<file path="config.mk">
export PLATFORM = sky130hd
export DESIGN_NAME = ma_stage
export DESIGN_NICKNAME = d
export VERILOG_FILES = /design/src/rtl/ma_stage.sv
export SDC_FILE = /design/constraint.sdc
export NUM_CORES = 1
export LEC_CHECK = 0
export ABC_AREA = 1
export CAP_MARGIN = 20
export CORE_ASPECT_RATIO = 1.1
export CORE_MARGIN = 2
export CORE_UTILIZATION = 42
export CTS_CLUSTER_SIZE = 8
export DETAILED_ROUTE_END_ITERATION = 16
export PLACE_DENSITY_LB_ADDON = 0.25
export SYNTH_ARGS = -nofsm -noshare
export SYNTH_HDL_FRONTEND = slang
export SYNTH_SLANG_ARGS = --single-unit
</file>
<file path="constraint.sdc">
create_clock -name Clk -period 1.4 [get_ports Clk]
set_input_delay 0.28 -clock Clk [delete_from_list [all_inputs] [get_ports Clk]]
set_output_delay 0.28 -clock Clk [all_outputs]
set_load 0.02 [all_outputs]
</file>
<file path="src/rtl/ma_stage.sv">
// ma_stage: memory-access stage of the SimpleRisc pipeline.
// Takes one instruction from EX/MA and performs ld/st over a req/ack data
// port. It then holds a registered result bundle for MA/RW.
// Optional feature: define MA_TIMEOUT_EN to bound the memory wait at
// TIMEOUT_CYCLES cycles. A timed-out access completes with Mem_Err = 1.
module ma_stage #(
  parameter int unsigned TIMEOUT_CYCLES = 255
) (
  input  logic        Clk,
  input  logic        Reset_n,
  input  logic        In_Valid,
  output logic        In_Ready,
  input  logic [31:0] Alu_Result,
  input  logic [31:0] Op2,
  input  logic [31:0] PC_Current,
  input  logic [3:0]  Rd,
  input  logic        IsLd,
  input  logic        IsSt,
  input  logic        IsWb,
  input  logic        IsCall,
  output logic        Mem_Req,
  output logic        Mem_We,
  output logic [31:0] Mem_Addr,
  output logic [31:0] Mem_Wdata,
  input  logic [31:0] Mem_Rdata,
  input  logic        Mem_Ack,
  output logic        Out_Valid,
  input  logic        Out_Ready,
  output logic [31:0] Out_Alu_Result,
  output logic [31:0] Out_Ld_Result,
  output logic [31:0] Out_PC_Current,
  output logic [3:0]  Out_Rd,
  output logic        Out_IsLd,
  output logic        Out_IsCall,
  output logic        Out_IsWb,
  output logic        Mem_Err
);

  typedef enum logic {IDLE, MEM} state_t;

  state_t state;
  logic   accept;
  logic   is_mem;

  // A zero wait limit would make the timeout meaningless.
  if (TIMEOUT_CYCLES == 0) begin : g_bad_timeout
    $error("ma_stage: TIMEOUT_CYCLES must be nonzero");
  end

  // Accept only when idle and the output slot is free or draining now.
  assign In_Ready = (state == IDLE) && (!Out_Valid || Out_Ready);
  assign accept   = In_Valid && In_Ready;
  assign is_mem   = IsLd || IsSt;

`ifdef MA_TIMEOUT_EN
  localparam int unsigned CNT_W = $clog2(TIMEOUT_CYCLES + 1);
  logic [CNT_W-1:0] wait_cnt;
  logic             timeout_hit;

  // This edge would be the TIMEOUT_CYCLES-th MEM cycle without an ack.
  assign timeout_hit = (wait_cnt == CNT_W'(TIMEOUT_CYCLES - 1));
`else
  assign Mem_Err = 1'b0;
`endif

  // Stage FSM: accepts instructions, runs memory handshakes, loads the bundle.
  always_ff @(posedge Clk or negedge Reset_n) begin
    if (!Reset_n) begin
      state          <= IDLE;
      Mem_Req        <= 1'b0;
      Mem_We         <= 1'b0;
      Mem_Addr       <= '0;
      Mem_Wdata      <= '0;
      Out_Valid      <= 1'b0;
      Out_Alu_Result <= '0;
      Out_Ld_Result  <= '0;
      Out_PC_Current <= '0;
      Out_Rd         <= '0;
      Out_IsLd       <= 1'b0;
      Out_IsCall     <= 1'b0;
      Out_IsWb       <= 1'b0;
`ifdef MA_TIMEOUT_EN
      wait_cnt       <= '0;
      Mem_Err        <= 1'b0;
`endif
    end else begin
      // Consumption by MA/RW; a bundle loaded below on this edge overrides it.
      if (Out_Valid && Out_Ready) Out_Valid <= 1'b0;

      case (state)
        IDLE: begin
          if (accept) begin
            Out_Alu_Result <= Alu_Result;
            Out_PC_Current <= PC_Current;
            Out_Rd         <= Rd;
            Out_IsLd       <= IsLd;
            Out_IsCall     <= IsCall;
            Out_IsWb       <= IsWb;
`ifdef MA_TIMEOUT_EN
            Mem_Err        <= 1'b0;
`endif
            if (is_mem) begin
              // Load takes priority when both IsLd and IsSt are set.
              Mem_Req   <= 1'b1;
              Mem_We    <= IsSt && !IsLd;
              Mem_Addr  <= {Alu_Result[31:2], 2'b00};
              Mem_Wdata <= Op2;
              state     <= MEM;
`ifdef MA_TIMEOUT_EN
              wait_cnt  <= '0;
`endif
            end else begin
              Out_Ld_Result <= '0;
              Out_Valid     <= 1'b1;
            end
          end
        end

        MEM: begin
          if (Mem_Ack) begin
            Mem_Req       <= 1'b0;
            Out_Ld_Result <= Mem_We ? 32'h0 : Mem_Rdata;
            Out_Valid     <= 1'b1;
            state         <= IDLE;
          end
`ifdef MA_TIMEOUT_EN
          else if (timeout_hit) begin
            Mem_Req       <= 1'b0;
            Out_Ld_Result <= 32'hDEAD_BEEF;
            Out_IsWb      <= 1'b0;
            Out_Valid     <= 1'b1;
            Mem_Err       <= 1'b1;
            state         <= IDLE;
          end else begin
            wait_cnt <= wait_cnt + CNT_W'(1);
          end
`endif
        end

        default: state <= IDLE;
      endcase
    end
  end

endmodule
</file>
## Word-level counts from Yosys, hierarchy flattened

Index checks and enable logic that the tools add are counted.

| word-level totals | value |
|---|---|
| bits in registers | 169 |

| cells by class | value |
|---|---|
| bitwise gates (word level) | 1 |
| reduce and logical (&&, ||, !) cells | 12 |
| muxes and demuxes | 18 |
| eq/ne operators | 4 |

Operators by type and width:

| operator | count |
|---|---|
| 32-bit 2-to-1 mux | 4 |
| 32-bit one-hot mux with 2 select lines | 1 |
| 1-bit 2-to-1 mux | 10 |
| 3-bit AND reduction | 3 |
| 2-bit inequality test, second input constant | 4 |
| 1-bit one-hot mux with 2 select lines | 3 |
| 1-bit logical AND | 4 |
| 1-bit logical NOT | 2 |
| 1-bit logical OR | 2 |
| 2-bit AND reduction | 1 |
| 1-bit inverter | 1 |

## Longest topological paths before layout

| depth | value |
|---|---|
| depth after elaboration | 6 |
| depth in mapped cells | 8 |

## Worst setup path after synthesis

OpenSTA, ideal clock, no wires.

| timing | value |
|---|---|
| path kind | register -> register |
| start | register Out_Valid |
| end | register Out_Alu_Result[0] |
| required time | 1284 ps |
| arrival time | 1467 ps |
| slack | -184 ps |
| buffers on the path | 1 |
| stages on the path, launching flop included | 8 |
| period minus slack after synthesis | 1584 ps |
| cells stage by stage | dfrtp_1 > inv_1 > nor2_1 > nor2_1 > nand2_1 > clkbuf_1 > nand2_1 > nand2_1 |

| between the ends | value |
|---|---|
| word-level cells in the longest chain between the ends | 5 |

RTL lines:

| what | RTL line | source |
|---|---|---|
| start, declared | 27 | `output logic Out_Valid,` |
| start signal, assigned | 74 | `Out_Valid <= 1'b0;` |
| start signal, assigned | 88 | `if (Out_Valid && Out_Ready) Out_Valid <= 1'b0;` |
| start signal, assigned | 114 | `Out_Valid <= 1'b1;` |
| 1-bit logical NOT | 51 | `assign In_Ready = (state == IDLE) && (!Out_Valid \|\| Out_Ready);` |
| 1-bit logical OR | 51 |  |
| 1-bit logical AND | 51 |  |
| net In_Ready | 12 | `output logic In_Ready,` |
| 1-bit logical AND | 52 | `assign accept = In_Valid && In_Ready;` |
| 2-bit AND reduction (no source line) | -- |  |
| end signal, assigned | 93 | `Out_Alu_Result <= Alu_Result;` |
| end, declared | 29 | `output logic [31:0] Out_Alu_Result,` |

The timed path passes the listed nets, and every way through them passes these cells.
A chain may end at the register's enable or synchronous reset.

## Worst setup path in the final report

| timing | value |
|---|---|
| start | register Out_Valid |
| end | register Mem_Wdata[9] |

| between the ends | value |
|---|---|
| word-level cells in the longest chain between the ends | 5 |

RTL lines:

| what | RTL line | source |
|---|---|---|
| 1-bit logical NOT | 51 |  |
| 1-bit logical OR | 51 |  |
| 1-bit logical AND | 51 |  |
| 1-bit logical AND | 52 |  |
| 3-bit AND reduction (no source line) | -- |  |
| end signal, assigned | 107 | `Mem_Wdata <= Op2;` |
| end, declared | 24 | `output logic [31:0] Mem_Wdata,` |

Every way passes these cells.

==> run_summary.xml <==
<?xml version="1.0" encoding="UTF-8"?>
<metrics>
  <group name="clocking">
    <metric name="clk_latency" unit="ns">0.42</metric>
    <metric name="clock_sink_count" unit="">169</metric>
    <metric name="path_clk_slew" unit="ns">0.07</metric>
    <metric name="cts_max_path_buffers" unit="">2</metric>
    <metric name="cts_tree" unit="">yes</metric>
    <metric name="cts.htree.levels" unit="">4</metric>
    <metric name="cts_root_buffer" unit="">sky130_fd_sc_hd__clkbuf_16</metric>
    <metric name="tritoncts.num_buffers" unit="">17</metric>
  </group>
  <group name="sta">
    <metric name="layout_setup_ws" unit="ns">-0.0570</metric>
    <metric name="period_share" unit="%">104</metric>
    <metric name="setup_tns_final" unit="ns">-2.68</metric>
    <metric name="grt_setup_unrepaired" unit="">yes</metric>
    <metric name="report.final.hold_viol_count" unit="">0</metric>
    <metric name="final_setup_violation_count" unit="">107</metric>
    <metric name="timing.slew.headroom" unit="%">66.5</metric>
    <metric name="slew_viol_final" unit="">0</metric>
    <metric name="final_period_minus_worst_setup_slack" unit="ns">1.46</metric>
    <metric name="worstMarginPinSlew" unit="ns">0.502</metric>
    <metric name="final.setup_skew" unit="ns">0.0109</metric>
    <metric name="maxClockFrequency" unit="GHz">0.686</metric>
  </group>
  <group name="drt">
    <metric name="drt_pre_antenna_iters" unit="">4</metric>
    <metric name="drt_iter0_drc" unit="">450</metric>
    <metric name="drt-total-wl" unit="mm">22.8</metric>
    <metric name="via_per_inst" unit="">4.84</metric>
    <metric name="ant_nets" unit="">0</metric>
    <metric name="avgRoutedWirePerCell" unit="microns">17.0</metric>
    <metric name="via_total_after_detailed_routing" unit="">6491</metric>
    <metric name="dr_drc_count" unit="">0</metric>
  </group>
  <group name="power_and_ir_drop">
    <metric name="power.net_switching" unit="mW">7.27</metric>
    <metric name="seq_power_share" unit="%">37.7</metric>
    <metric name="power.switching_fraction" unit="%">38.3</metric>
    <metric name="static-leakage-power" unit="nW">5.99</metric>
    <metric name="p_per_area" unit="nW/um^2">1690</metric>
    <metric name="peakVddDrop" unit="mV">0.906</metric>
    <metric name="p_clk_share" unit="%">23.3</metric>
    <metric name="combinationalPowerShare" unit="%">39.0</metric>
    <metric name="internal-power" unit="mW">11.7</metric>
  </group>
  <group name="critical_path">
    <metric name="setup.worst_path.start" unit="">Out_Valid</metric>
    <metric name="crit_fanout" unit="">20</metric>
    <metric name="arrival" unit="ns">1.76</metric>
    <metric name="criticalPathCategory" unit="">reg -&gt; reg</metric>
    <metric name="regToRegStartpoint" unit="">Out_Valid</metric>
    <metric name="endpoint_kind" unit="">register</metric>
    <metric name="reg2regPathDepth" unit="">8</metric>
    <metric name="startpoint_type_of_the_worst_setup_path" unit="">register</metric>
    <metric name="critical_path_rt" unit="ns">1.71</metric>
  </group>
  <group name="final_layout">
    <metric name="post_layout_utilization_of_the_core" unit="%">71.1</metric>
    <metric name="final_cells" unit="">1340</metric>
    <metric name="mostFrequentLayoutCell" unit="">sky130_fd_sc_hd__nand2_1</metric>
    <metric name="insertedDiodeCount" unit="">0</metric>
    <metric name="finalInstanceArea" unit="sq um">11200</metric>
    <metric name="nets" unit="">1268</metric>
    <metric name="growth_of_design_area_from_synthesis_to_finish" unit="%">65.0</metric>
    <metric name="drive_above_1_share" unit="%">27.8</metric>
    <metric name="commonest_cells_after_routing_fill_and_taps_aside" unit="">sky130_fd_sc_hd__nand2_1, sky130_fd_sc_hd__dfrtp_1, sky130_fd_sc_hd__clkdlybuf4s50_1, sky130_fd_sc_hd__nand3_1, sky130_fd_sc_hd__clkbuf_2</metric>
  </group>
  <group name="placement">
    <metric name="io_buffers" unit="">309</metric>
    <metric name="final_weighted_congestion_of_routability_driven_global_placement" unit="">0.807</metric>
    <metric name="place_ws" unit="ns">-0.460</metric>
    <metric name="placed_cells_incl_taps" unit="">1292</metric>
    <metric name="postPlaceCellArea" unit="sq um">10300</metric>
    <metric name="place_hpwl" unit="mm">14.2</metric>
  </group>
  <group name="floorplanning">
    <metric name="design.die.area" unit="sq um">17200</metric>
    <metric name="core_region_area" unit="sq um">15700</metric>
    <metric name="initial_core_util" unit="%">43.1</metric>
    <metric name="floorplan.io_pins" unit="">313</metric>
    <metric name="std_cell_rows" unit="">48</metric>
    <metric name="die-width" unit="microns">125</metric>
    <metric name="die_y" unit="microns">137</metric>
  </group>
  <group name="logic_synthesis">
    <metric name="synth-warning-count" unit="">0</metric>
    <metric name="synth_area" unit="sq um">6780</metric>
    <metric name="syn_area_per_cell" unit="sq um">8.48</metric>
    <metric name="ys_seq_area_share" unit="%">62.4</metric>
    <metric name="synth-seq-cells" unit="">169</metric>
    <metric name="synth.distinct_cells" unit="">15</metric>
    <metric name="synth_cells" unit="">800</metric>
  </group>
  <group name="status">
    <metric name="status" unit="">complete, but fails checks</metric>
    <metric name="failing_checks" unit="">negative setup slack</metric>
  </group>
  <group name="global_routing">
    <metric name="via_count_of_the_first_global_routing_pass" unit="">6152</metric>
    <metric name="grt_pass1_wl" unit="mm">32.5</metric>
    <metric name="antenna_found_initial" unit="">0</metric>
    <metric name="global_route.overflow_total" unit="">0</metric>
    <metric name="grt_max_degree" unit="">59</metric>
    <metric name="grt.total_usage" unit="%">24.1</metric>
  </group>
  <group name="job">
    <metric name="cap_violations" unit="">0</metric>
  </group>
  <group name="min_path">
    <metric name="holdCritPathClass" unit="">in -&gt; async</metric>
  </group>
</metrics>
[what timing repair did]
action                     in CTS  in global routing
hold buffers                    1                  0
hold endpoints to repair       18                  0
setup endpoints to repair     279                231
gates cloned                    4                  8
setup buffers                   3                  0
gates resized for setup       424                214
pin swaps                       2                 11
[logic make-up (layout without fill, tap and decap cells)]
kind of cell           after synthesis  after routing  share of synthesized area [%]
other                                1              3                         0.0553
buffers and inverters               87            425                           5.41
flip-flops                         169            169                           62.4
AND/OR/NAND/NOR                    541            541                           32.0
AO/OA/AOI/OAI                        2              2                          0.148
[final timing paths]
| path | endpoint | slack (ns) |
|---|---|---|
| worst max-delay path | Mem_Wdata[9] | -0.06 |
| worst min-delay path | Mem_Wdata[0] | 0.28 |
| worst max register to register | Mem_Wdata[9] | -0.06 |
| worst min register to register | Mem_Addr[20] | 0.47 |
| min in group Clk | Out_PC_Current[14] | 0.39 |
| max in group asynchronous | Out_Valid | 0.50 |
[power groups by stage]
stage / combinational [mW] / sequential, mW / clock, mW
after CTS: 7.32 / 7.10 / 4.51
after global routing: 7.91 / 7.31 / 4.71
after global placement: 7.64 / 7.11 / 0
after floorplan: 1.72 / 8.87 / 0
after detailed placement: 7.73 / 7.13 / 0
final: 7.39 / 7.15 / 4.42
[registers in the layout, indices dropped and copies added, names as in the netlist]
| register | count |
|---|---|
| Out_Valid | 1 |
| Out_IsLd | 1 |
| Out_Rd | 4 |
| Out_IsCall | 1 |
| Mem_We | 1 |
| Mem_Req | 1 |
| Out_IsWb | 1 |
| Out_PC_Current | 32 |
| Out_Ld_Result | 32 |
| Out_Alu_Result | 32 |
| Mem_Wdata | 32 |
| state | 1 |
| Mem_Addr | 30 |
[Yosys cell counts]
cell,n,share of area (%)
sky130_fd_sc_hd__buf_2,23,1.7
sky130_fd_sc_hd__buf_4,3,0.33
sky130_fd_sc_hd__clkbuf_1,24,1.3
sky130_fd_sc_hd__conb_1,1,0.055
sky130_fd_sc_hd__dfrtp_1,169,62
sky130_fd_sc_hd__inv_1,35,1.9
sky130_fd_sc_hd__inv_2,2,0.11
sky130_fd_sc_hd__nand2_1,407,23
sky130_fd_sc_hd__nand3_1,96,7.1
sky130_fd_sc_hd__nand3b_1,1,0.11
sky130_fd_sc_hd__nand4_1,1,0.092
sky130_fd_sc_hd__nor2_1,34,1.9
sky130_fd_sc_hd__nor3_4,1,0.24
sky130_fd_sc_hd__o21ai_0,2,0.15
sky130_fd_sc_hd__or2_2,1,0.092
[per-stage QoR]
| step | hold slack (ns) | power [mW] |
|---|---|---|
| 2_1_floorplan | -0.0156 | 10.6 |
| 3_3_place_gp | 0.163 | 14.8 |
| 3_5_place_dp | 0.165 | 14.9 |
| 4_1_cts | 0.279 | 18.9 |
| 5_1_grt | 0.301 | 19.9 |
| 6_report | 0.284 | 19.0 |
[metal layers]
metal	wire, microns	up-vias	track usage, %
li1	-	3113	-
met1	9000	3086	29.7
met2	11600	254	41.2
met3	1620	38	6.87
met4	551	0	8.33
met5	0	-	0
[cell type report]
class,count,area [sq um]
clock buffers,20,467
well taps,200,250
fillers,1211,4540
inverters,37,141
repair buffers,356,3410
flip-flops and latches,169,4230
clock inverters,12,90.1
multi-input cells,546,2600
[worst max-delay path, cell delays in order, from the launching register on]
cell and delay, ns:
sky130_fd_sc_hd__dfrtp_2 0.41, sky130_fd_sc_hd__inv_2 0.07, sky130_fd_sc_hd__nor2_4 0.05, sky130_fd_sc_hd__nor3_4 0.21
sky130_fd_sc_hd__buf_12 0.20, sky130_fd_sc_hd__nand2_8 0.10, sky130_fd_sc_hd__buf_16 0.17, sky130_fd_sc_hd__nand2_1 0.06
sky130_fd_sc_hd__nand2_1 0.06
Power figures use the tool's default switching activity.
